File: src/rtl/spi_xfer_arbiter_if.sv
// Requester-side and SPI-master-side signals of the shared SPI transfer arbiter.
// The arbiter takes the slave modport; the requesters/master model take the master modport.
interface spi_xfer_arbiter_if #(
    parameter int NUM_REQ    = 4,
    parameter int DATA_WIDTH = 16,
    parameter int NUM_SLAVES = 4,
    parameter int SLV_IDX_W  = 2
);
    localparam int GID_W = (NUM_REQ > 1) ? $clog2(NUM_REQ) : 1;

    logic [NUM_REQ-1:0]            req_valid;
    logic [NUM_REQ-1:0]            req_ready;
    logic [NUM_REQ*DATA_WIDTH-1:0] req_data;
    logic [NUM_REQ*SLV_IDX_W-1:0]  req_slave;
    logic [NUM_REQ-1:0]            rsp_valid;
    logic [DATA_WIDTH-1:0]         rsp_data;
    logic                          rsp_error;
    logic [GID_W-1:0]              grant_id;
    logic                          m_start;
    logic [DATA_WIDTH-1:0]         m_tx_data;
    logic [NUM_SLAVES-1:0]         m_slave_sel;
    logic                          m_busy;
    logic                          m_done;
    logic [DATA_WIDTH-1:0]         m_rx_data;

    modport slave (
        input  req_valid, req_data, req_slave, m_busy, m_done, m_rx_data,
        output req_ready, rsp_valid, rsp_data, rsp_error, grant_id,
               m_start, m_tx_data, m_slave_sel
    );

    modport master (
        output req_valid, req_data, req_slave, m_busy, m_done, m_rx_data,
        input  req_ready, rsp_valid, rsp_data, rsp_error, grant_id,
               m_start, m_tx_data, m_slave_sel
    );
endinterface

File: src/rtl/spi_xfer_arbiter.sv
// Round-robin sharing of one SPI master among NUM_REQ requesters, one word transfer at a time.
// Accept->m_start 1 cycle (master idle), m_done->rsp 1 cycle; req_ready only in IDLE, m_start held off while m_busy.
module spi_xfer_arbiter #(
    parameter int NUM_REQ        = 4,
    parameter int DATA_WIDTH     = 16,
    parameter int NUM_SLAVES     = 4,
    parameter int SLV_IDX_W      = 2,
    parameter int TIMEOUT_CYCLES = 4096
) (
    input logic              clk,
    input logic              rst_n,
    spi_xfer_arbiter_if.slave bus
);
    localparam int GID_W = (NUM_REQ > 1) ? $clog2(NUM_REQ) : 1;
    localparam int CNT_W = $clog2(TIMEOUT_CYCLES);

    typedef enum logic [1:0] {IDLE, LAUNCH, WAIT_DONE, RESPOND} state_t;

    state_t                state, state_nxt;
    logic [GID_W-1:0]      last_grant;
    logic [GID_W-1:0]      grant;
    logic [GID_W-1:0]      win_idx;
    logic                  win_vld;
    logic [DATA_WIDTH-1:0] win_dat;
    logic [SLV_IDX_W-1:0]  win_slv;
    logic                  slv_ok;
    logic [DATA_WIDTH-1:0] tx_q;
    logic [DATA_WIDTH-1:0] rx_q;
    logic [SLV_IDX_W-1:0]  slv_q;
    logic                  err_q;
    logic [CNT_W-1:0]      cnt;
    logic                  tmo;

    // Scan from last_grant+1 upward; descending loop lets the nearest requester win.
    always_comb begin
        win_vld = 1'b0;
        win_idx = '0;
        for (int k = NUM_REQ; k >= 1; k--) begin
            if (bus.req_valid[GID_W'((int'(last_grant) + k) % NUM_REQ)]) begin
                win_vld = 1'b1;
                win_idx = GID_W'((int'(last_grant) + k) % NUM_REQ);
            end
        end
    end

    assign win_dat = bus.req_data[int'(win_idx)*DATA_WIDTH +: DATA_WIDTH];
    assign win_slv = bus.req_slave[int'(win_idx)*SLV_IDX_W +: SLV_IDX_W];
    assign slv_ok  = int'(win_slv) < NUM_SLAVES;

    // Counter is cleared on leaving LAUNCH, so it reads (cycles since m_start - 1);
    // firing at TIMEOUT_CYCLES-2 puts the error response TIMEOUT_CYCLES after m_start.
    assign tmo = (cnt == CNT_W'(TIMEOUT_CYCLES - 2));

    always_ff @(posedge clk or negedge rst_n) begin
        if (!rst_n) begin
            state <= IDLE;
        end else begin
            state <= state_nxt;
        end
    end

    always_comb begin
        state_nxt   = state;
        bus.m_start = 1'b0;
        case (state)
            IDLE: begin
                if (win_vld) begin
                    state_nxt = slv_ok ? LAUNCH : RESPOND;
                end
            end
            LAUNCH: begin
                if (!bus.m_busy) begin
                    bus.m_start = 1'b1;
                    state_nxt   = WAIT_DONE;
                end
            end
            WAIT_DONE: begin
                if (bus.m_done || tmo) begin
                    state_nxt = RESPOND;
                end
            end
            RESPOND: state_nxt = IDLE;
            default: state_nxt = IDLE;
        endcase
    end

    always_ff @(posedge clk or negedge rst_n) begin
        if (!rst_n) begin
            last_grant <= GID_W'(NUM_REQ - 1);
            grant      <= '0;
            tx_q       <= '0;
            rx_q       <= '0;
            slv_q      <= '0;
            err_q      <= 1'b0;
            cnt        <= '0;
        end else begin
            case (state)
                IDLE: begin
                    if (win_vld) begin
                        grant <= win_idx;
                        tx_q  <= win_dat;
                        slv_q <= win_slv;
                        rx_q  <= '0;
                        err_q <= !slv_ok;
                    end
                end
                LAUNCH: cnt <= '0;
                WAIT_DONE: begin
                    cnt <= cnt + 1'b1;
                    if (bus.m_done) begin
                        rx_q  <= bus.m_rx_data;
                        err_q <= 1'b0;
                    end else if (tmo) begin
                        rx_q  <= '0;
                        err_q <= 1'b1;
                    end
                end
                RESPOND: last_grant <= grant;
                default: ;
            endcase
        end
    end

    always_comb begin
        bus.req_ready = '0;
        bus.rsp_valid = '0;
        bus.m_slave_sel = '0;
        if (state == IDLE && win_vld) begin
            bus.req_ready[win_idx] = 1'b1;
        end
        if (state == RESPOND) begin
            bus.rsp_valid[grant] = 1'b1;
        end
        // Out-of-range indices decode to no select at all.
        for (int i = 0; i < NUM_SLAVES; i++) begin
            bus.m_slave_sel[i] = (state != IDLE) && (int'(slv_q) == i);
        end
    end

    assign bus.rsp_data  = (state == RESPOND) ? rx_q : '0;
    assign bus.rsp_error = (state == RESPOND) ? err_q : 1'b0;
    assign bus.m_tx_data = (state != IDLE) ? tx_q : '0;
    assign bus.grant_id  = grant;
endmodule

File: src/flat_wrapper.sv
// flat-port wrapper written by rule: the top's interface ports become plain ports
module spi_xfer_arbiter_flat 
#(
    parameter int NUM_REQ        = 4,
    parameter int DATA_WIDTH     = 16,
    parameter int NUM_SLAVES     = 4,
    parameter int SLV_IDX_W      = 2,
    parameter int TIMEOUT_CYCLES = 4096
)
  (clk, rst_n, bus_req_valid, bus_req_data, bus_req_slave, bus_m_busy, bus_m_done, bus_m_rx_data, bus_req_ready, bus_rsp_valid, bus_rsp_data, bus_rsp_error, bus_grant_id, bus_m_start, bus_m_tx_data, bus_m_slave_sel);
  spi_xfer_arbiter_if #(.NUM_REQ(NUM_REQ), .DATA_WIDTH(DATA_WIDTH), .NUM_SLAVES(NUM_SLAVES), .SLV_IDX_W(SLV_IDX_W)) bus_i ();
  input logic clk;
  input logic rst_n;
  input wire logic [$bits(bus_i.req_valid)-1:0] bus_req_valid;
  input wire logic [$bits(bus_i.req_data)-1:0] bus_req_data;
  input wire logic [$bits(bus_i.req_slave)-1:0] bus_req_slave;
  input wire logic [$bits(bus_i.m_busy)-1:0] bus_m_busy;
  input wire logic [$bits(bus_i.m_done)-1:0] bus_m_done;
  input wire logic [$bits(bus_i.m_rx_data)-1:0] bus_m_rx_data;
  output wire logic [$bits(bus_i.req_ready)-1:0] bus_req_ready;
  output wire logic [$bits(bus_i.rsp_valid)-1:0] bus_rsp_valid;
  output wire logic [$bits(bus_i.rsp_data)-1:0] bus_rsp_data;
  output wire logic [$bits(bus_i.rsp_error)-1:0] bus_rsp_error;
  output wire logic [$bits(bus_i.grant_id)-1:0] bus_grant_id;
  output wire logic [$bits(bus_i.m_start)-1:0] bus_m_start;
  output wire logic [$bits(bus_i.m_tx_data)-1:0] bus_m_tx_data;
  output wire logic [$bits(bus_i.m_slave_sel)-1:0] bus_m_slave_sel;
  assign bus_i.req_valid = bus_req_valid;
  assign bus_i.req_data = bus_req_data;
  assign bus_i.req_slave = bus_req_slave;
  assign bus_i.m_busy = bus_m_busy;
  assign bus_i.m_done = bus_m_done;
  assign bus_i.m_rx_data = bus_m_rx_data;
  assign bus_req_ready = bus_i.req_ready;
  assign bus_rsp_valid = bus_i.rsp_valid;
  assign bus_rsp_data = bus_i.rsp_data;
  assign bus_rsp_error = bus_i.rsp_error;
  assign bus_grant_id = bus_i.grant_id;
  assign bus_m_start = bus_i.m_start;
  assign bus_m_tx_data = bus_i.m_tx_data;
  assign bus_m_slave_sel = bus_i.m_slave_sel;
  spi_xfer_arbiter #(.NUM_REQ(NUM_REQ), .DATA_WIDTH(DATA_WIDTH), .NUM_SLAVES(NUM_SLAVES), .SLV_IDX_W(SLV_IDX_W), .TIMEOUT_CYCLES(TIMEOUT_CYCLES)) u_core (.clk(clk), .rst_n(rst_n), .bus(bus_i));
endmodule
File: config.mk
export PLATFORM = sky130hd
export DESIGN_NAME = spi_xfer_arbiter_flat
export DESIGN_NICKNAME = d
export VERILOG_FILES = /design/src/rtl/spi_xfer_arbiter_if.sv /design/src/rtl/spi_xfer_arbiter.sv /design/src/flat_wrapper.sv
export SDC_FILE = /design/constraint.sdc
export NUM_CORES = 1
export LEC_CHECK = 0
export CAP_MARGIN = 15
export CELL_PAD_IN_SITES_DETAIL_PLACEMENT = 1
export CELL_PAD_IN_SITES_GLOBAL_PLACEMENT = 2
export CORE_MARGIN = 2
export CORE_UTILIZATION = 24
export CTS_CLUSTER_DIAMETER = 150
export DETAILED_ROUTE_END_ITERATION = 8
export GPL_ROUTABILITY_DRIVEN = 0
export PLACE_DENSITY_LB_ADDON = 0.1
export SLEW_MARGIN = 20
export SYNTH_ARGS = -nofsm -noshare
export SYNTH_HDL_FRONTEND = slang
export SYNTH_SLANG_ARGS = --single-unit
File: constraint.sdc
create_clock -name clk -period 2 [get_ports clk]
set_clock_uncertainty 0.1 [all_clocks]
set_input_delay 0.4 -clock clk [delete_from_list [all_inputs] [get_ports clk]]
set_output_delay 0.4 -clock clk [all_outputs]
set_load 0.01 [all_outputs]
Word-level counts from Yosys, hierarchy flattened
Index checks and enable logic that the tools add are counted.
Widths: inputs -> output; s select.
{"block": "word_totals", "reg_bits": 53, "latchBits": 0, "ramBits": 0, "romBits": 0, "in_bits": 96, "out_inout_bits": 48, "wordCells": 94, "n_memories": 0}
{"block": "classes", "add_sub_neg": 5, "n_mul": 0, "div_mod_pow": 0, "n_lt_le_gt_ge": 8, "n_eq_ne": 11, "n_shift": 2, "mux": 44, "bitwise": 0, "reduce_logical": 16}
{"operator": "$mux 16", "n": 5}
{"operator": "$shiftx 64x7->16", "n": 1}
{"operator": "$pmux 16 s2", "n": 1}
{"operator": "$pmux 12 s2", "n": 1}
{"operator": "$mux 1", "n": 20}
{"operator": "$lt 2x4->1 const B", "n": 4}
{"operator": "$mux 2", "n": 7}
{"operator": "$add 12x1->12 const B", "n": 1}
{"operator": "$eq 12x12->1 const B", "n": 1}
{"operator": "$bmux 1 s2", "n": 4}
{"operator": "$eq 2x2->1 const B", "n": 4}
{"operator": "$mux 4", "n": 2}
{"operator": "$pmux 2 s4", "n": 1}
{"operator": "$shiftx 8x4->2", "n": 1}
{"operator": "$logic_and 1x1->1", "n": 7}
{"operator": "$lt 2x3->1 const B", "n": 2}
{"operator": "$reduce_and 3->1", "n": 2}
{"operator": "$reduce_bool 2->1", "n": 3}
{"operator": "$add 2x1->2 const B", "n": 2}
{"operator": "$add 2x2->2 const B", "n": 2}
{"operator": "$demux 1 s2", "n": 2}
{"operator": "$eq 2x1->1 const B", "n": 2}
{"operator": "$ge 2x1->1 const B", "n": 2}
{"operator": "$logic_not 2->1", "n": 2}
{"operator": "6 further kinds", "n": 7}

Depth between registers and ports, before layout
Gate-level depths: netlist of the first run.
{"block": "logic_depth", "depth_word": 13, "ltp_mapped": 9, "mapped_depth_nobuf": 7}

Worst setup path after synthesis of the first run
OpenSTA, ideal clock, no wires.
{"block": "synth_timing", "path_type": "reg2out", "start": "reg u_core.last_grant[0]", "end": "out bus_req_ready[0]", "arrival_time_ns": 1.404, "required_time_ns": 1.500, "setup_slack_ns": 0.096, "path_stages_with_launch": 7, "path_buffers": 1, "cell_sequence": "dfstp_2 > nand2b_1 > a21oi_1 > nor3_4 > buf_6 > inv_1 > nor2_1"}
{"block": "synth_via", "elab_chain_len": 13, "word_cells_on_any_way": 31, "cone_classes": "add/sub: 4; order compare: 2; mux: 23; reduce/logical: 2"}
{"element": "start, declared", "line": "spi_xfer_arbiter.sv:20", "rtl": "logic [GID_W-1:0] last_grant;"}
{"element": "start signal, assigned", "line": "spi_xfer_arbiter.sv:89", "rtl": "last_grant <= GID_W'(NUM_REQ - 1);"}
{"element": "start signal, assigned", "line": "spi_xfer_arbiter.sv:118", "rtl": "RESPOND: last_grant <= grant;"}
{"element": "$add 2x1->2", "line": "spi_xfer_arbiter.sv:39, spi_xfer_arbiter.sv:41"}
{"element": "$bmux 1 s2", "line": "spi_xfer_arbiter.sv:39", "rtl": "if (bus.req_valid[GID_W'((int'(last_grant) + k) % NUM_REQ)]) begin"}
{"element": "$mux 1 (not written as such) (2 in a row)", "line": "spi_xfer_arbiter.sv:39"}
{"element": "$mux 2 (4 in a row)", "line": "spi_xfer_arbiter.sv:39"}
{"element": "$lt 2x3->1 (not written as such) or $ge 2x1->1 (tied branches)", "line": "spi_xfer_arbiter.sv:129", "rtl": "bus.req_ready[win_idx] = 1'b1;"}
{"element": "$logic_and 1x1->1 (not written as such)", "line": "spi_xfer_arbiter.sv:129"}
{"element": "$mux 1 (not written as such)", "line": "spi_xfer_arbiter.sv:129"}
{"element": "$demux 1 s2"}
{"element": "$mux 4 *", "line": "spi_xfer_arbiter.sv:128", "rtl": "if (state == IDLE && win_vld) begin"}
{"element": "end, declared", "line": "flat_wrapper.sv:20", "rtl": "output wire logic [$bits(bus_i.req_ready)-1:0] bus_req_ready;"}
Mark *: on every way between the ends. The rest lies on a longest branch, timed or not. The select of a mux whose other input is x is not followed.

Worst setup path after layout of the first run
{"block": "layout_timing", "start": "reg u_core.last_grant[0]", "end": "out bus_req_ready[3]"}
The elaborated chain is that of the path after synthesis.

==> results of run 1 <==
[layout make-up]
cell class | count | area [µm²]
Clock buffer | 5 | 125
Clock inverter | 3 | 46.3
Fill cell | 1442 | 7400
Inverter | 8 | 30.0
Multi-Input combinational cell | 227 | 1750
Sequential cell | 53 | 1330
Tap cell | 172 | 215
Timing Repair Buffer | 184 | 1670
[cell families (layout without fill, tap and decap cells)]
| group | Yosys count | in the layout | synth area share |
|---|---|---|---|
| AOI/OAI and AO/OA | 53 | 53 | 0.135 |
| xor gates and xnor gates | 7 | 7 | 0.0199 |
| adders and majority gates | 6 | 6 | 0.0243 |
| buffers and inverters | 27 | 200 | 0.0490 |
| DFF | 53 | 53 | 0.430 |
| muxes | 39 | 39 | 0.127 |
| and+or+nand+nor | 122 | 122 | 0.215 |
[Yosys cell counts]
cell / instances
a21oi_1: 3
a22o_1: 18
a22oi_1: 1
and2_1: 19
and3_1: 2
and3b_1: 2
and4_1: 2
buf_2: 1
buf_4: 1
buf_6: 6
clkbuf_1: 11
dfrtp_1: 51
dfstp_2: 2
ha_1: 6
inv_1: 8
mux2_2: 1
mux2i_1: 38
nand2_1: 35
nand2b_1: 6
nand3_1: 6
nand3b_1: 1
nand4_1: 3
nor2_1: 17
nor2b_1: 19
nor3_1: 3
nor3_4: 1
nor3b_1: 4
nor4_4: 1
o21a_1: 1
o21ai_0: 8
o21ai_2: 1
o221ai_1: 19
o22ai_1: 1
o31ai_1: 1
or2_2: 1
xnor2_1: 2
xor2_1: 5
[stage by stage]
stage / power (mW) / util / cell area (µm²) / TNS (ns) / setup WS (ns)
floorplan: 3.68 / - / 3090 / 0 / 0.0960
global placement: 5.51 / 0.392 / 4920 / -20.07 / -0.640
detailed placement: 5.55 / 0.392 / 4920 / -22.73 / -0.731
CTS: 6.72 / 0.403 / 5060 / -1.20 / -0.149
global route: 7.36 / 0.411 / 5170 / -3.54 / -0.237
finish: 6.84 / 0.411 / 5170 / -1.50 / -0.175
[flip-flops by register name (all words and copies together), names as in the netlist]
register and count:
u_core.slv_q 2, u_core.err_q 1, u_core.last_grant 2, u_core.tx_q 16, u_core.cnt 12, u_core.state 2, u_core.bus.grant_id 2, u_core.rx_q 16
[path summary, 6_finish.rpt]
| path | endpoint | slack, ns | cells after the start |
|---|---|---|---|
| worst min register to register | u_core.tx_q[5]$_DFFE_PN0P_ | 0.38 | 2 |
| worst max register to register | u_core.slv_q[0]$_DFFE_PN0P_ | -0.10 | 7 |
| min in group clk | u_core.tx_q[5]$_DFFE_PN0P_ | 0.38 | 2 |
| worst min-delay path | u_core.tx_q[12]$_DFFE_PN0P_ | -0.006 | 2 |
| worst max-delay path | bus_req_ready[3] | -0.17 | 6 |
| max in group asynchronous | u_core.last_grant[0]$_DFFE_PN1P_ | 1.50 | 2 |
[metal layers]
metal / track usage / up-vias / routed length [µm]
met5: 0 / - / 0
met4: 0.0369 / 0 / 117
met3: 0.0350 / 8 / 587
met2: 0.261 / 93 / 5280
met1: 0.207 / 1441 / 5020
li1: - / 1433 / -
[report_power, final]
group          total, mW  internal [mW]  switching (mW)
Clock               1.01          0.594           0.418
Combinational       4.04           2.12            1.92
Sequential          1.79           1.52           0.273
[timing repair]
item / in CTS / in global routing
cloned: 2 / 2
setup buffers: 1 / 6
endpoints found under the setup margin: 81 / 55
resized for setup: 187 / 48
pin swaps: 4 / 15
==> reports/qor.yml, run 1 <==
timing:
  tightest_slew_ns: 0.489
  fin_crit_sh: 1.09
  slew_headroom: 0.673
  setup_viol: 20
  fmax_mhz: 460
  finalCriticalPeriod_ns: 2.17
  setup_ws_ns: -0.175
  rsz0062_at_grt: "yes"
  hold_viol: 2
  timing.hold.ws_ns: -0.00636
  slew_violations: 0
synthesis:
  syn_inst: 307
  synth-seq-area-share: 0.430
  yosysTopAreaCell: "dfrtp_1"
  syn_nets: 409
  synth.area.top_cells: "dfrtp_1, mux2i_1, o221ai_1, a22o_1, nand2_1"
  avgSynthCellArea_um2: 10.1
  yosys_register_bits: 53
  synth.top_cell.area_share: 0.413
  ys_types: 37
  synth_warnings: 0
  synth.cell_area_mm2: 0.00309
status:
  violations: "negative hold slack, negative setup slack"
  status: "finished with violations"
finish:
  stdcell_count: 652
  diodes: 0
  drive_gt1_frac: 0.279
  area_delta_synth_final_pct: 67.3
  fin_nets: 581
  mostFrequentLayoutCells: "clkdlybuf4s50_1, dfrtp_1, buf_2"
  final_common_cell: "clkdlybuf4s50_1"
worst_setup_path:
  cp_cell_sequence: "nand2b_4 -> a21oi_4 -> nor3_4 -> buf_6 -> nor2_1 -> buf_2"
  startpoint: "u_core.last_grant[0]$_DFFE_PN1P_"
  r2r_start: "u_core.last_grant[0]$_DFFE_PN1P_"
  cpPeakStageDelay_ns: 0.57
  cp_data_arrival_time_ns: 1.67
  worstSetupPathType: "flip-flop to primary output"
  cp_top_family: "flip-flops"
  crit_required_ns: 1.50
  end_kind: "primary output"
  crit_path_max_fanout: 3
  cp-start-kind: "flip-flop"
  critical_path_buf_inv_count: 2
  critical-path-slowest-cell: "dfstp_2"
clocking:
  insertion_delay_ns: 0.30
  clk_pin_slew_worst_paths_ns: 0.07
  cts_tree: "yes"
  post_cts_hold_buffer_count: 0
  cts-root-buf: "clkbuf_16"
  cts.path.max_buffers: 2
  numCtsBuffers: 5
  cts.sink_count: 53
  cts.htree.levels: 2
floorplan:
  die_w_um: 117
  ios: 144
  fp.dieH_um: 117
  die-area_mm2: 0.0138
  start_util: 0.246
  fp-row-count: 41
  core_area_mm2: 0.0126
detailed_routing:
  drtAntennaViolNets: 0
  drt_iter0_markers: 86
  routedWlPerCell_um: 16.9
  via_per_inst: 4.56
  routed_wl_um: 11000
  drt_first_pass_iters: 4
  drc: 0
  via_count: 2975
placement:
  place_inst: 635
  place_hpwl_um: 7830
  portBuffers: 143
min_path:
  hold_class: "input pin to asynchronous set/reset pin"
global_route:
  grt-ovfl-total: 0
  antenna_found_initial: 0
  grt_pass1_vias: 3221
  grt_pass1_wl_um: 17600
  grt_max_degree: 54
  grtUsageTotal: 0.157
pwr:
  power_density_mw_per_mm2: 1320
  ir_worst_vdd_v: 0.000707
  power.leakage_nw: 2.38
run:
  cap_violations: 0
(Power assumes the default switching activity.)
==> run 2, diff against run 1 <==
--- a/config.mk
+++ b/config.mk
@@ -14,6 +14,7 @@
 export DETAILED_ROUTE_END_ITERATION = 8
 export GPL_ROUTABILITY_DRIVEN = 0
 export PLACE_DENSITY_LB_ADDON = 0.1
+export SETUP_SLACK_MARGIN = 0.02
 export SLEW_MARGIN = 20
 export SYNTH_ARGS = -nofsm -noshare
 export SYNTH_HDL_FRONTEND = slang
==> run 2 against run 1 <==
  * The flow still finishes with violations (negative hold slack, negative setup slack)
  * Fmax rose by 0.17%
  * Hold slack barely moved
  * Combinational power rose by 4%
  * Non-clock buffer count rose by 1
  * Core utilization rose by 0.79 points
  * Critical path type unchanged
  * Sequential share of layout area fell by 0.48 points
==> reports/qor.yml, run 2 (synthesized netlist as in run 1, its figures left out) <==
clocking:
  cts.sink_count: 53  # unchanged
  cts-root-buf: "clkbuf_16"
  cts_tree: "yes"
  clk_pin_slew_worst_paths_ns: 0.07  # about the same
  insertion_delay_ns: 0.30  # about the same
  numCtsBuffers: 5  # unchanged
  cts.htree.levels: 2  # unchanged
  post_cts_hold_buffer_count: 0  # unchanged
  cts.path.max_buffers: 2  # unchanged
detailed_routing:
  via_count: 2986  # +0.37%
  drt_first_pass_iters: 4  # unchanged
  drt_iter0_markers: 81  # -5.8%
  via_per_inst: 4.57  # +0.22%
  routedWlPerCell_um: 17.2  # +1.8%
  drc: 0  # unchanged
  drtAntennaViolNets: 0  # unchanged
  routed_wl_um: 11200  # +2.0%
worst_setup_path:
  cp-start-kind: "flip-flop"
  crit_required_ns: 1.50  # about the same
  reg2reg_to: "u_core.tx_q[9]$_DFFE_PN0P_"
  r2r_cells: 7  # unchanged
  critical-path-slowest-cell: "dfstp_2"
  r2r_start: "u_core.last_grant[0]$_DFFE_PN1P_"
  end_kind: "primary output"
  cpPeakStageDelay_ns: 0.57  # about the same
  crit_path_max_fanout: 3  # unchanged
  cp_data_arrival_time_ns: 1.67  # about the same
  cp_cell_sequence: "nand2b_4 -> a21oi_4 -> nor3_4 -> buf_6 -> nor2_1 -> buf_2"
  critical_path_buf_inv_count: 2  # unchanged
  cp_top_family: "flip-flops"
  worstSetupPathType: "flip-flop to primary output"
  ff2ff_setup_slack_ns: -0.10  # about the same
pwr:
  p_sw_mw: 2.69  # +3.1%
  internal_power_mw: 4.33  # +2.4%
  power_density_mw_per_mm2: 1330  # +0.76%
  power.leakage_nw: 2.42  # +1.6%
  power_frac_comb: 0.597  # +0.006
  fin_total_pwr_mw: 7.02  # +2.7%
  ir_worst_vdd_v: 0.000713  # +0.89%
  seq_power_share: 0.258  # -0.003
  pwr-share-clk: 0.145  # -0.003
  switching_share: 0.383  # +0.00158
finish:
  final_common_cell: "clkdlybuf4s50_1"
  regArea_mm2: 0.00133  # unchanged
  diodes: 0  # unchanged
  fillers: 1424  # -1.2%
  reg_top3: "u_core.rx_q x16, u_core.tx_q x16, u_core.cnt x12"
  stdcell_count: 653  # +0.15%
  multi_input_area_mm2: 0.00181  # +3.3%
  drive_gt1_frac: 0.308  # +0.0285
  area_delta_synth_final_pct: 70.5
  fin_nets: 582  # +0.17%
  final_core_utilization: 0.419  # +0.00786
  final_cell_area_mm2: 0.00527  # +1.9%
  mostFrequentLayoutCells: "clkdlybuf4s50_1, dfrtp_1, buf_2"
run:
  cap_violations: 0  # unchanged
timing:
  slew_violations: 0  # unchanged
  tightest_slew_ns: 0.489  # +0.000000238 ns
  rsz0062_at_grt: "yes"
  setup_ws_ns: -0.171  # +0.00365 ns
  fmax_mhz: 461  # +0.17%
  timing.hold.ws_ns: -0.00613  # +0.000229 ns
  hold_viol: 2  # unchanged
  setup_viol: 22  # +10%
  finalCriticalPeriod_ns: 2.17  # -0.00365 ns
  fin_setup_tns_ns: -1.89  # -0.388 ns
  fin_crit_sh: 1.09  # -0.00182
  slew_headroom: 0.673  # unchanged
global_route:
  grt_max_degree: 54  # unchanged
  grt_pass1_wl_um: 17600  # unchanged
  globalRouteMet1Util: 0.207  # unchanged
  met2_usage: 0.261  # unchanged
  antenna_found_initial: 0  # unchanged
  grt-ovfl-total: 0  # unchanged
  grtUsageTotal: 0.157  # unchanged
  grtUsageMet3: 0.0350  # unchanged
  grt_pass1_vias: 3215  # -0.19%
  grt_busiest_layer: "met2"
placement:
  dp_slack_ns: -0.731  # unchanged
  place_hpwl_um: 7830  # unchanged
  place_area_mm2: 0.00492  # unchanged
  portBuffers: 143  # unchanged
  place_inst: 635  # unchanged
floorplan:
  ios: 144  # unchanged
  die-area_mm2: 0.0138  # unchanged
  fp-row-count: 41  # unchanged
  fp.dieH_um: 117  # unchanged
  die_w_um: 117  # unchanged
  core_area_mm2: 0.0126  # unchanged
  start_util: 0.246  # unchanged
status:
  status: "finished with violations"
  violations: "negative hold slack, negative setup slack"
min_path:
  hold_class: "input pin to asynchronous set/reset pin"
==> run 2: cell types whose count changed in the layout (fill, tap and decap cells not counted), moves of 2 or more <==
| cell | previous run | this run |
|---|---|---|
| ha_1 | 4 | 2 |
| and2_4 | 1 | 8 |
| clkbuf_2 | 11 | 4 |
| buf_6 | 7 | 9 |
| and2_1 | 18 | 11 |
| buf_4 | 25 | 23 |
| buf_2 | 38 | 44 |
| buf_12 | 6 | 8 |
==> run 2: cell type report <==
type                            instances  share of cell area
Clock buffer                            5              0.0238
Clock inverter                          3             0.00879
Inverter                                8             0.00570
Multi-Input combinational cell        227               0.344
Sequential cell                        53               0.252
Tap cell                              172              0.0409
Timing Repair Buffer                  185               0.325
==> run 2: worst reg2reg max path, stage by stage (launching register included) <==
cell and delay [ns]:
dfstp_2 0.57, nand2b_4 0.15, a21oi_4 0.06, nor3_4 0.29
buf_6 0.15, buf_6 0.24, mux2i_2 0.28, o221ai_1 0.14
==> run 2: worst max path at each step <==
stage / to / slack (ns) / start / cells past startpoint
final: bus_req_ready[3] / -0.17 / u_core.last_grant[0]$_DFFE_PN1P_ / 6
after detailed placement: bus_req_ready[1] / -0.73 / bus_req_valid[3] / 7
after CTS: bus_req_ready[3] / -0.15 / u_core.last_grant[0]$_DFFE_PN1P_ / 6
after floorplan: bus_req_ready[0] / 0.1 / u_core.last_grant[0]$_DFFE_PN1P_ / 6
after global routing: bus_req_ready[2] / -0.23 / u_core.last_grant[0]$_DFFE_PN1P_ / 6
after global placement: bus_req_ready[1] / -0.64 / bus_req_valid[1] / 7
==> run 2: per-layer routing <==
layer / wire length (µm) / vias to the layer above
li1: - / 1432
met1: 5080 / 1449
met2: 5470 / 97
met3: 554 / 8
met4: 117 / 0
met5: 0 / -
==> run 2: power by group through the flow <==
stage               sequential (mW)  combinational, mW  clock (mW)
global route                   1.87               4.58        1.09
detailed placement             1.78               3.77           0
CTS                            1.78               3.91        1.05
finish                         1.81               4.19        1.02
floorplan                      1.73               1.95           0
global placement               1.77               3.73           0
==> run 2: timing repair <==
item,CTS,global route
buffers inserted,1,6
setup endpoints to repair,83,67
resized for setup,199,64
pin swaps,4,16
gates cloned,2,3
==> run 3, diff against run 2 <==
--- a/config.mk
+++ b/config.mk
@@ -8,7 +8,7 @@
 export CAP_MARGIN = 15
 export CELL_PAD_IN_SITES_DETAIL_PLACEMENT = 1
 export CELL_PAD_IN_SITES_GLOBAL_PLACEMENT = 2
-export CORE_MARGIN = 2
+export CORE_MARGIN = 3
 export CORE_UTILIZATION = 24
 export CTS_CLUSTER_DIAMETER = 150
 export DETAILED_ROUTE_END_ITERATION = 8
==> run 3 against run 2 <==
  * The run still ends with negative hold slack, negative setup slack left
  * Non-clock buffer count decreased by 1
  * Die area increased by 3.4%
  * First-iteration DRC count unchanged
  * Design area about the same
  * Core utilization increased by 0.83 points
  * Hold slack improved by 0.0056 ns
  * Flip-flop and latch count unchanged
  * Critical path depth unchanged
==> reports/qor.yml, run 3 (synthesized netlist as in run 1, its figures left out) <==
status:
  status: "finished with violations"
  violations: "negative hold slack, negative setup slack"
timing:
  slew_headroom: 0.786  # +0.113
  tightest_slew_ns: 0.319  # -0.170 ns
  setup_ws_ns: -0.182  # -0.0107 ns
  slew_violations: 0  # unchanged
  setup_viol: 22  # unchanged
  timing.hold.ws_ns: -0.000484  # +0.00565 ns
  fin_crit_sh: 1.09  # +0.00536
  rsz0062_at_grt: "yes"
  finalCriticalPeriod_ns: 2.18  # +0.0107 ns
  hold_viol: 1  # -1
  fmax_mhz: 458  # -0.49%
floorplan:
  fp.dieH_um: 119  # +1.7%
  start_util: 0.251  # +0.00512
  fp-row-count: 40  # -2.4%
  ios: 144  # unchanged
  die_w_um: 119  # +1.7%
  die-area_mm2: 0.0143  # +3.4%
  core_area_mm2: 0.0123  # -2.0%
detailed_routing:
  drc: 0  # unchanged
  via_count: 2955  # -1.0%
  drt_first_pass_iters: 4  # unchanged
  drt_iter0_markers: 81  # unchanged
  drtAntennaViolNets: 0  # unchanged
  routedWlPerCell_um: 16.3  # -4.9%
  via_per_inst: 4.56  # -0.27%
  routed_wl_um: 10600  # -5.6%
clocking:
  cts.path.max_buffers: 2  # unchanged
  post_cts_hold_buffer_count: 0  # unchanged
  cts.sink_count: 53  # unchanged
  cts_tree: "yes"
  insertion_delay_ns: 0.29  # about the same
  cts.htree.levels: 2  # unchanged
  numCtsBuffers: 5  # unchanged
  clk_pin_slew_worst_paths_ns: 0.07  # about the same
  cts-root-buf: "clkbuf_16"
finish:
  mostFrequentLayoutCells: "clkdlybuf4s50_1, dfrtp_1, buf_2"
  final_common_cell: "clkdlybuf4s50_1"
  reg_top3: "u_core.rx_q x16, u_core.tx_q x16, u_core.cnt x12"
  area_delta_synth_final_pct: 70.4  # about the same
  fin_nets: 581  # -0.17%
  diodes: 0  # unchanged
  fillers: 1428  # +0.28%
  drive_gt1_frac: 0.298  # -0.00978
min_path:
  hold_class: "input pin to asynchronous set/reset pin"
global_route:
  grt_pass1_wl_um: 17000  # -3.5%
  grt_max_degree: 54  # unchanged
  grt_pass1_vias: 3194  # -0.65%
  grt-ovfl-total: 0  # unchanged
  antenna_found_initial: 0  # unchanged
  grtUsageTotal: 0.146  # -0.0103
pwr:
  fin_total_pwr_mw: 6.89  # -1.9%
  switching_share: 0.384  # +0.000859
  power.leakage_nw: 2.42  # +0.17%
  internal_power_mw: 4.25  # -2.0%
  p_sw_mw: 2.65  # -1.6%
  ir_worst_vdd_v: 0.000438  # -39%
  power_frac_comb: 0.613  # +0.016
  pwr-share-clk: 0.125  # -0.020
  seq_power_share: 0.262  # +0.004
  power_density_mw_per_mm2: 1310  # -1.8%
worst_setup_path:
  cp-start-kind: "flip-flop"
  worstSetupPathType: "flip-flop to primary output"
  crit_path_max_fanout: 4  # +1
  end_kind: "primary output"
  cp_data_arrival_time_ns: 1.68  # about the same
  crit_required_ns: 1.50  # about the same
placement:
  portBuffers: 143  # unchanged
  place_hpwl_um: 7710  # -1.5%
run:
  cap_violations: 0  # unchanged
## run 3: cell count changes in the layout (fill, tap and decap cells not counted), sizes merged
cell	delta
clkbuf	-3
dlygate4sd2	+3
buf	+1
bufinv	-1
clkdlybuf4s15	-1
clkinv	+1
clkinvlp	-1
## run 3: what timing repair did
item	in CTS	in global routing
setup endpoints to repair	81	68
pin swaps	5	8
cloned	1	2
buffers inserted	1	8
resized for setup	192	77
## run 3: final cells by class
cell class / instances / area (µm²) / area share
clock buffers: 6 / 129 / 0.0245
repair buffers: 184 / 1730 / 0.329
flip-flops and latches: 53 / 1330 / 0.253
multi-input cells: 227 / 1820 / 0.346
well taps: 168 / 210 / 0.0400
inverters: 8 / 30.0 / 0.00571
clock inverters: 2 / 10.0 / 0.00190
## run 3: routing by layer
metal | GRT usage | wire length [µm] | part of all wire | vias to the layer above
met2 | 0.266 | 5510 | 0.52 | 74
met1 | 0.179 | 4470 | 0.42 | 1446
met4 | 0.0236 | 57 | 0.0054 | 0
li1 | - | - | - | 1431
met5 | 0 | 0 | 0 | -
met3 | 0.0337 | 549 | 0.052 | 4
## run 3: path summary, 6_finish.rpt
| kind | slack (ns) | from | cells after the start | endpoint |
|---|---|---|---|---|
| max in group asynchronous | 1.50 | rst_n | 2 | u_core.last_grant[0]$_DFFE_PN1P_ |
| worst min register to register | 0.38 | u_core.tx_q[8]$_DFFE_PN0P_ | 2 | u_core.tx_q[8]$_DFFE_PN0P_ |
| worst max-delay path | -0.18 | u_core.last_grant[0]$_DFFE_PN1P_ | 6 | bus_req_ready[3] |
| worst min-delay path | -0.0005 | rst_n | 2 | u_core.rx_q[14]$_DFFE_PN0P_ |
| worst max register to register | -0.08 | u_core.last_grant[0]$_DFFE_PN1P_ | 7 | u_core.tx_q[2]$_DFFE_PN0P_ |
| min in group clk | 0.38 | u_core.tx_q[8]$_DFFE_PN0P_ | 2 | u_core.tx_q[8]$_DFFE_PN0P_ |
## run 3: worst max-delay path, cell delays in order (launching register included)
cell      delay [ns]
dfstp_2         0.57
nand2b_4        0.15
a21oi_4         0.06
nor3_4          0.27
buf_4           0.18
nor2_2          0.03
buf_2           0.14
## run 3: power by group through the flow
stage | combinational [mW] | sequential [mW] | clock (mW)
finish | 4.23 | 1.81 | 0.858
global route | 4.64 | 1.87 | 0.940
CTS | 3.80 | 1.78 | 0.889
detailed placement | 3.76 | 1.78 | 0
global placement | 3.71 | 1.76 | 0
floorplan | 1.95 | 1.73 | 0
## run 3: stage by stage
| stage | TNS, ns | instances | setup slack [ns] | area, µm² | util |
|---|---|---|---|---|---|
| global route | -3.96 | 648 | -0.243 | 5260 | 0.427 |
| global placement | -20.37 | 630 | -0.761 | 4900 | 0.398 |
| floorplan | 0 | 307 | 0.0960 | 3090 | - |
| finish | -1.37 | 648 | -0.182 | 5260 | 0.427 |
| detailed placement | -21.64 | 630 | -0.796 | 4900 | 0.398 |
| CTS | -1.28 | 640 | -0.176 | 5010 | 0.407 |
==> patch 1: new RTL, settings of run 3 <==
Reset style: synchronous (`rst_n`), changed in 2 clocked blocks.
--- a/src/rtl/spi_xfer_arbiter.sv
+++ b/src/rtl/spi_xfer_arbiter.sv
@@ -51,7 +51,7 @@
     // firing at TIMEOUT_CYCLES-2 puts the error response TIMEOUT_CYCLES after m_start.
     assign tmo = (cnt == CNT_W'(TIMEOUT_CYCLES - 2));
 
-    always_ff @(posedge clk or negedge rst_n) begin
+    always_ff @(posedge clk) begin
         if (!rst_n) begin
             state <= IDLE;
         end else begin
@@ -84,7 +84,7 @@
         endcase
     end
 
-    always_ff @(posedge clk or negedge rst_n) begin
+    always_ff @(posedge clk) begin
         if (!rst_n) begin
             last_grant <= GID_W'(NUM_REQ - 1);
             grant      <= '0;
Behaviour: differs if rst_n is asserted again (counterexample within 4 cycles, from zero or initial values and one cycle with rst_n low); with rst_n held inactive, the same outputs for 4 cycles.
==> patch 1 against run 3 <==
Critical endpoint is now bus_req_ready[1]. Power decreased by 28%. Core utilization down 0.29 points. Non-clock buffer count down 3. Final area is 5.1% lower. Register-to-register slack improved by 0.18 ns. The run ends with negative setup slack left. Cell count up 3.9%. Setup slack gained 0.15 ns. Sequential cell count unchanged. Wire length rose by 3.0%. Area after synthesis fell by 3.8%. Via count increased by 4.5%.
==> patch 1: results (changes against run 3) <==
outcome: "finished, violations left"
violations: "negative setup slack"
reg2reg_from: "u_core.last_grant[1]"
grt_pass1_wl_microns: 16900  # -0.81%
place_hpwl_microns: 7890  # +2.3%
hold_path_class: "flop to flop"
multiInputGateArea_sq_mm: 0.00186  # +2.3%
final_layout_size_suffix_gt1_share_pct: 25.5  # -4.3 points
synth_common_cells: "dfxtp_1 (53), nand2_1 (50), mux2i_1 (38)"
sh_seq_area_pct: 21.4  # -3.8 points
cp_max_fo: 7  # +3
first_iter_violations: 80  # -1.2%
pwr-share-seq_pct: 28.1  # +1.9 points
worstRegToRegCells: 8  # +1
setup_tns_ns: -0.0493  # +1.32 ns
path_clk_slew_ns: 0.08
seq_cells: 53  # unchanged
timing_worst_slew_pin_value_ns: 0.433  # +0.115 ns
via_per_inst: 4.59  # +0.62%
comb.multi_input.count: 260  # +15%
irDropWorstVdd_uv: 425  # -2.9%
wl_per_cell_microns: 16.2  # -0.84%
nClkBuffers: 5  # -1
worstSetupEndpoint: "bus_req_ready[1]"
setup_viol: 2  # -91%
ys_types: 43  # +16%
r2r_slack_ns: 0.10  # +0.18 ns
pwr_density_cell_mw_per_mm2: 991  # -24%
fillCellCount: 1370  # -4.1%
dieArea_sq_mm: 0.0137  # -3.7%
clkCellAreaFrac_pct: 2.86  # +0.22 points
ys.flop_type: "dfxtp_1"
crit_arrival_ns: 1.53  # -0.15 ns
p_sw_share_pct: 37.7  # -0.75 points
grt_max_degree: 33  # -39%
dp.cells: 658  # +4.4%
cts_resized: 204  # +6.3%
finish.instance_area_sq_mm: 0.00499  # -5.1%
rr_endpoint: "u_core.tx_q[7]"
dpl-instance-area_sq_mm: 0.00480  # -2.0%
syn_nets: 444  # +8.6%
post-place-ws_ns: -0.757  # +0.0391 ns
async_reset_ff_share_pct: 0  # -100 points
ys_top_cells_by_area: "dfxtp_1 (36%), mux2i_1 (13%), nand2_1 (6.3%)"
power.leakage_nw: 2.01  # -17%
hold_slack_ns: 0.357  # +0.358 ns
signal_buffers: 181  # -1.6%
avgSynthCellArea_sq_um: 8.68  # -14%
n_all_inverters: 7  # -1
fin_ws_ns: -0.0336  # +0.148 ns
nets: 610  # +5.0%
post-cts-setup-buffer-count: 5  # +4
ys_seq_area_share_pct: 35.7  # -7.3 points
p_clk_share_pct: 17.9  # +5.4 points
buffer_area_share_pct: 33.7  # +0.78 points
[patch 1: critical path: stages, from the launching register on]
cell	delay (ns)
dfxtp_4	0.39
a21oi_2	0.07
a31oi_2	0.16
a21oi_2	0.09
buf_4	0.15
nand2b_4	0.14
nor2b_1	0.10
buf_2	0.14
[patch 1: layer usage]
metal	wire [microns]	up-vias	track usage [%]
li1	-	1540	-
met1	4730	1444	18.9
met2	5230	97	28.2
met3	832	7	3.65
met4	110	0	3.90
met5	0	-	0
[patch 1: logic make-up (layout without fill, tap and decap cells)]
kind of cell | after synthesis | in the layout | share of synthesized area [%]
AOI/OAI and AO/OA | 59 | 59 | 14.9
xor gates and xnor gates | 7 | 7 | 2.06
muxes | 38 | 38 | 12.8
DFF | 53 | 53 | 35.7
buffers and inverters | 29 | 196 | 5.56
and+or+nand+nor | 150 | 150 | 26.4
adders and majority gates | 6 | 6 | 2.53
==> patch 2: new RTL, config.mk and constraints of run 3 <==
Without the edit above. `SLV_IDX_W` is set to 2 in 3 places; all go to 1.
--- a/src/rtl/spi_xfer_arbiter_if.sv
+++ b/src/rtl/spi_xfer_arbiter_if.sv
@@ -4,7 +4,7 @@
     parameter int NUM_REQ    = 4,
     parameter int DATA_WIDTH = 16,
     parameter int NUM_SLAVES = 4,
-    parameter int SLV_IDX_W  = 2
+    parameter int SLV_IDX_W  = 1
 );
     localparam int GID_W = (NUM_REQ > 1) ? $clog2(NUM_REQ) : 1;
 
--- a/src/rtl/spi_xfer_arbiter.sv
+++ b/src/rtl/spi_xfer_arbiter.sv
@@ -4,7 +4,7 @@
     parameter int NUM_REQ        = 4,
     parameter int DATA_WIDTH     = 16,
     parameter int NUM_SLAVES     = 4,
-    parameter int SLV_IDX_W      = 2,
+    parameter int SLV_IDX_W      = 1,
     parameter int TIMEOUT_CYCLES = 4096
 ) (
     input logic              clk,
--- a/src/flat_wrapper.sv
+++ b/src/flat_wrapper.sv
@@ -4,7 +4,7 @@
     parameter int NUM_REQ        = 4,
     parameter int DATA_WIDTH     = 16,
     parameter int NUM_SLAVES     = 4,
-    parameter int SLV_IDX_W      = 2,
+    parameter int SLV_IDX_W      = 1,
     parameter int TIMEOUT_CYCLES = 4096
 )
   (clk, rst_n, bus_req_valid, bus_req_data, bus_req_slave, bus_m_busy, bus_m_done, bus_m_rx_data, bus_req_ready, bus_rsp_valid, bus_rsp_data, bus_rsp_error, bus_grant_id, bus_m_start, bus_m_tx_data, bus_m_slave_sel);
Ports: changed (resized bus_req_slave); port bits go from 144 to 140. The function was not compared with the original's and may differ.
==> patch 2 against run 3 <==
The run ends with negative setup slack left. Wire length is 11% higher. Count of clock-buffer cells in the layout is the same. Sequential cell count decreased by 1. Power rose by 10%. Final area rose by 9.3%. Area after synthesis is 2.6% lower. Largest cell class is now non-clock buffers. Setup slack improved by 0.039 ns.
==> patch 2: results (changes against run 3) <==
p_sw_share_pct: 36.0  # -2.4 points
irDropWorstVdd_uv: 518  # +18%
avgSynthCellArea_sq_um: 9.77  # -2.9%
violations: "negative setup slack"
totalWireLength_microns: 11700  # +11%
via_per_inst: 4.53  # -0.73%
setup_viol: 25  # +14%
grt_use_met1_pct: 20.5  # +2.6 points
post-place-ws_ns: -0.715  # +0.0810 ns
signal_buffers: 202  # +9.8%
rr_endpoint: "u_core.tx_q[9]"
dp.cells: 621  # -1.4%
route.met3.wl_microns: 407  # -26%
pwr-share-seq_pct: 21.7  # -4.5 points
fin_ws_ns: -0.143  # +0.0389 ns
port_buffers: 137  # -4.2%
ys_top_cells_by_area: "dfrtp_1 (42%), mux2i_1 (12%), o221ai_1 (5.2%)"
post-cts-setup-buffer-count: 15  # +14
comb.multi_input.count: 223  # -1.8%
outcome: "finished, violations left"
r2r_slack_ns: -0.11  # -0.03 ns
wl_per_cell_microns: 17.7  # +8.1%
final_layout_size_suffix_gt1_share_pct: 38.3  # +8.5 points
multiInputGateArea_sq_mm: 0.00191  # +5.0%
p_total_mw: 7.60  # +10%
patch 2: changes by cell type in the layout (fill, tap and decap cells not counted), sizes merged, moves of 3 or more:
cell	run 3	this run
clkdlybuf4s50	92	88
nor3b	4	1
buf	86	104
inv	8	11
clkdlybuf4s15	0	3
mux2i	38	35
patch 2: cell families (layout without fill, tap and decap cells):
logic type	Yosys count	after routing	share of synthesized area [%]
adders and majority gates	6	6	2.50
and+or+nand+nor	120	120	20.8
muxes	36	36	12.0
buffers and inverters	34	221	6.03
other	1	2	0.125
DFF	52	52	43.3
xor gates and xnor gates	7	7	2.04
AOI/OAI and AO/OA	52	52	13.1
patch 2: metrics by stage:
| step | area [sq um] | hold WS, ns |
|---|---|---|
| after CTS | 5150 | 0.391 |
| final | 5750 | 0.385 |
| after detailed placement | 4730 | 0.160 |
| after floorplan | 3010 | 0.00441 |
| after global placement | 4730 | 0.160 |
| after global routing | 5750 | 0.402 |
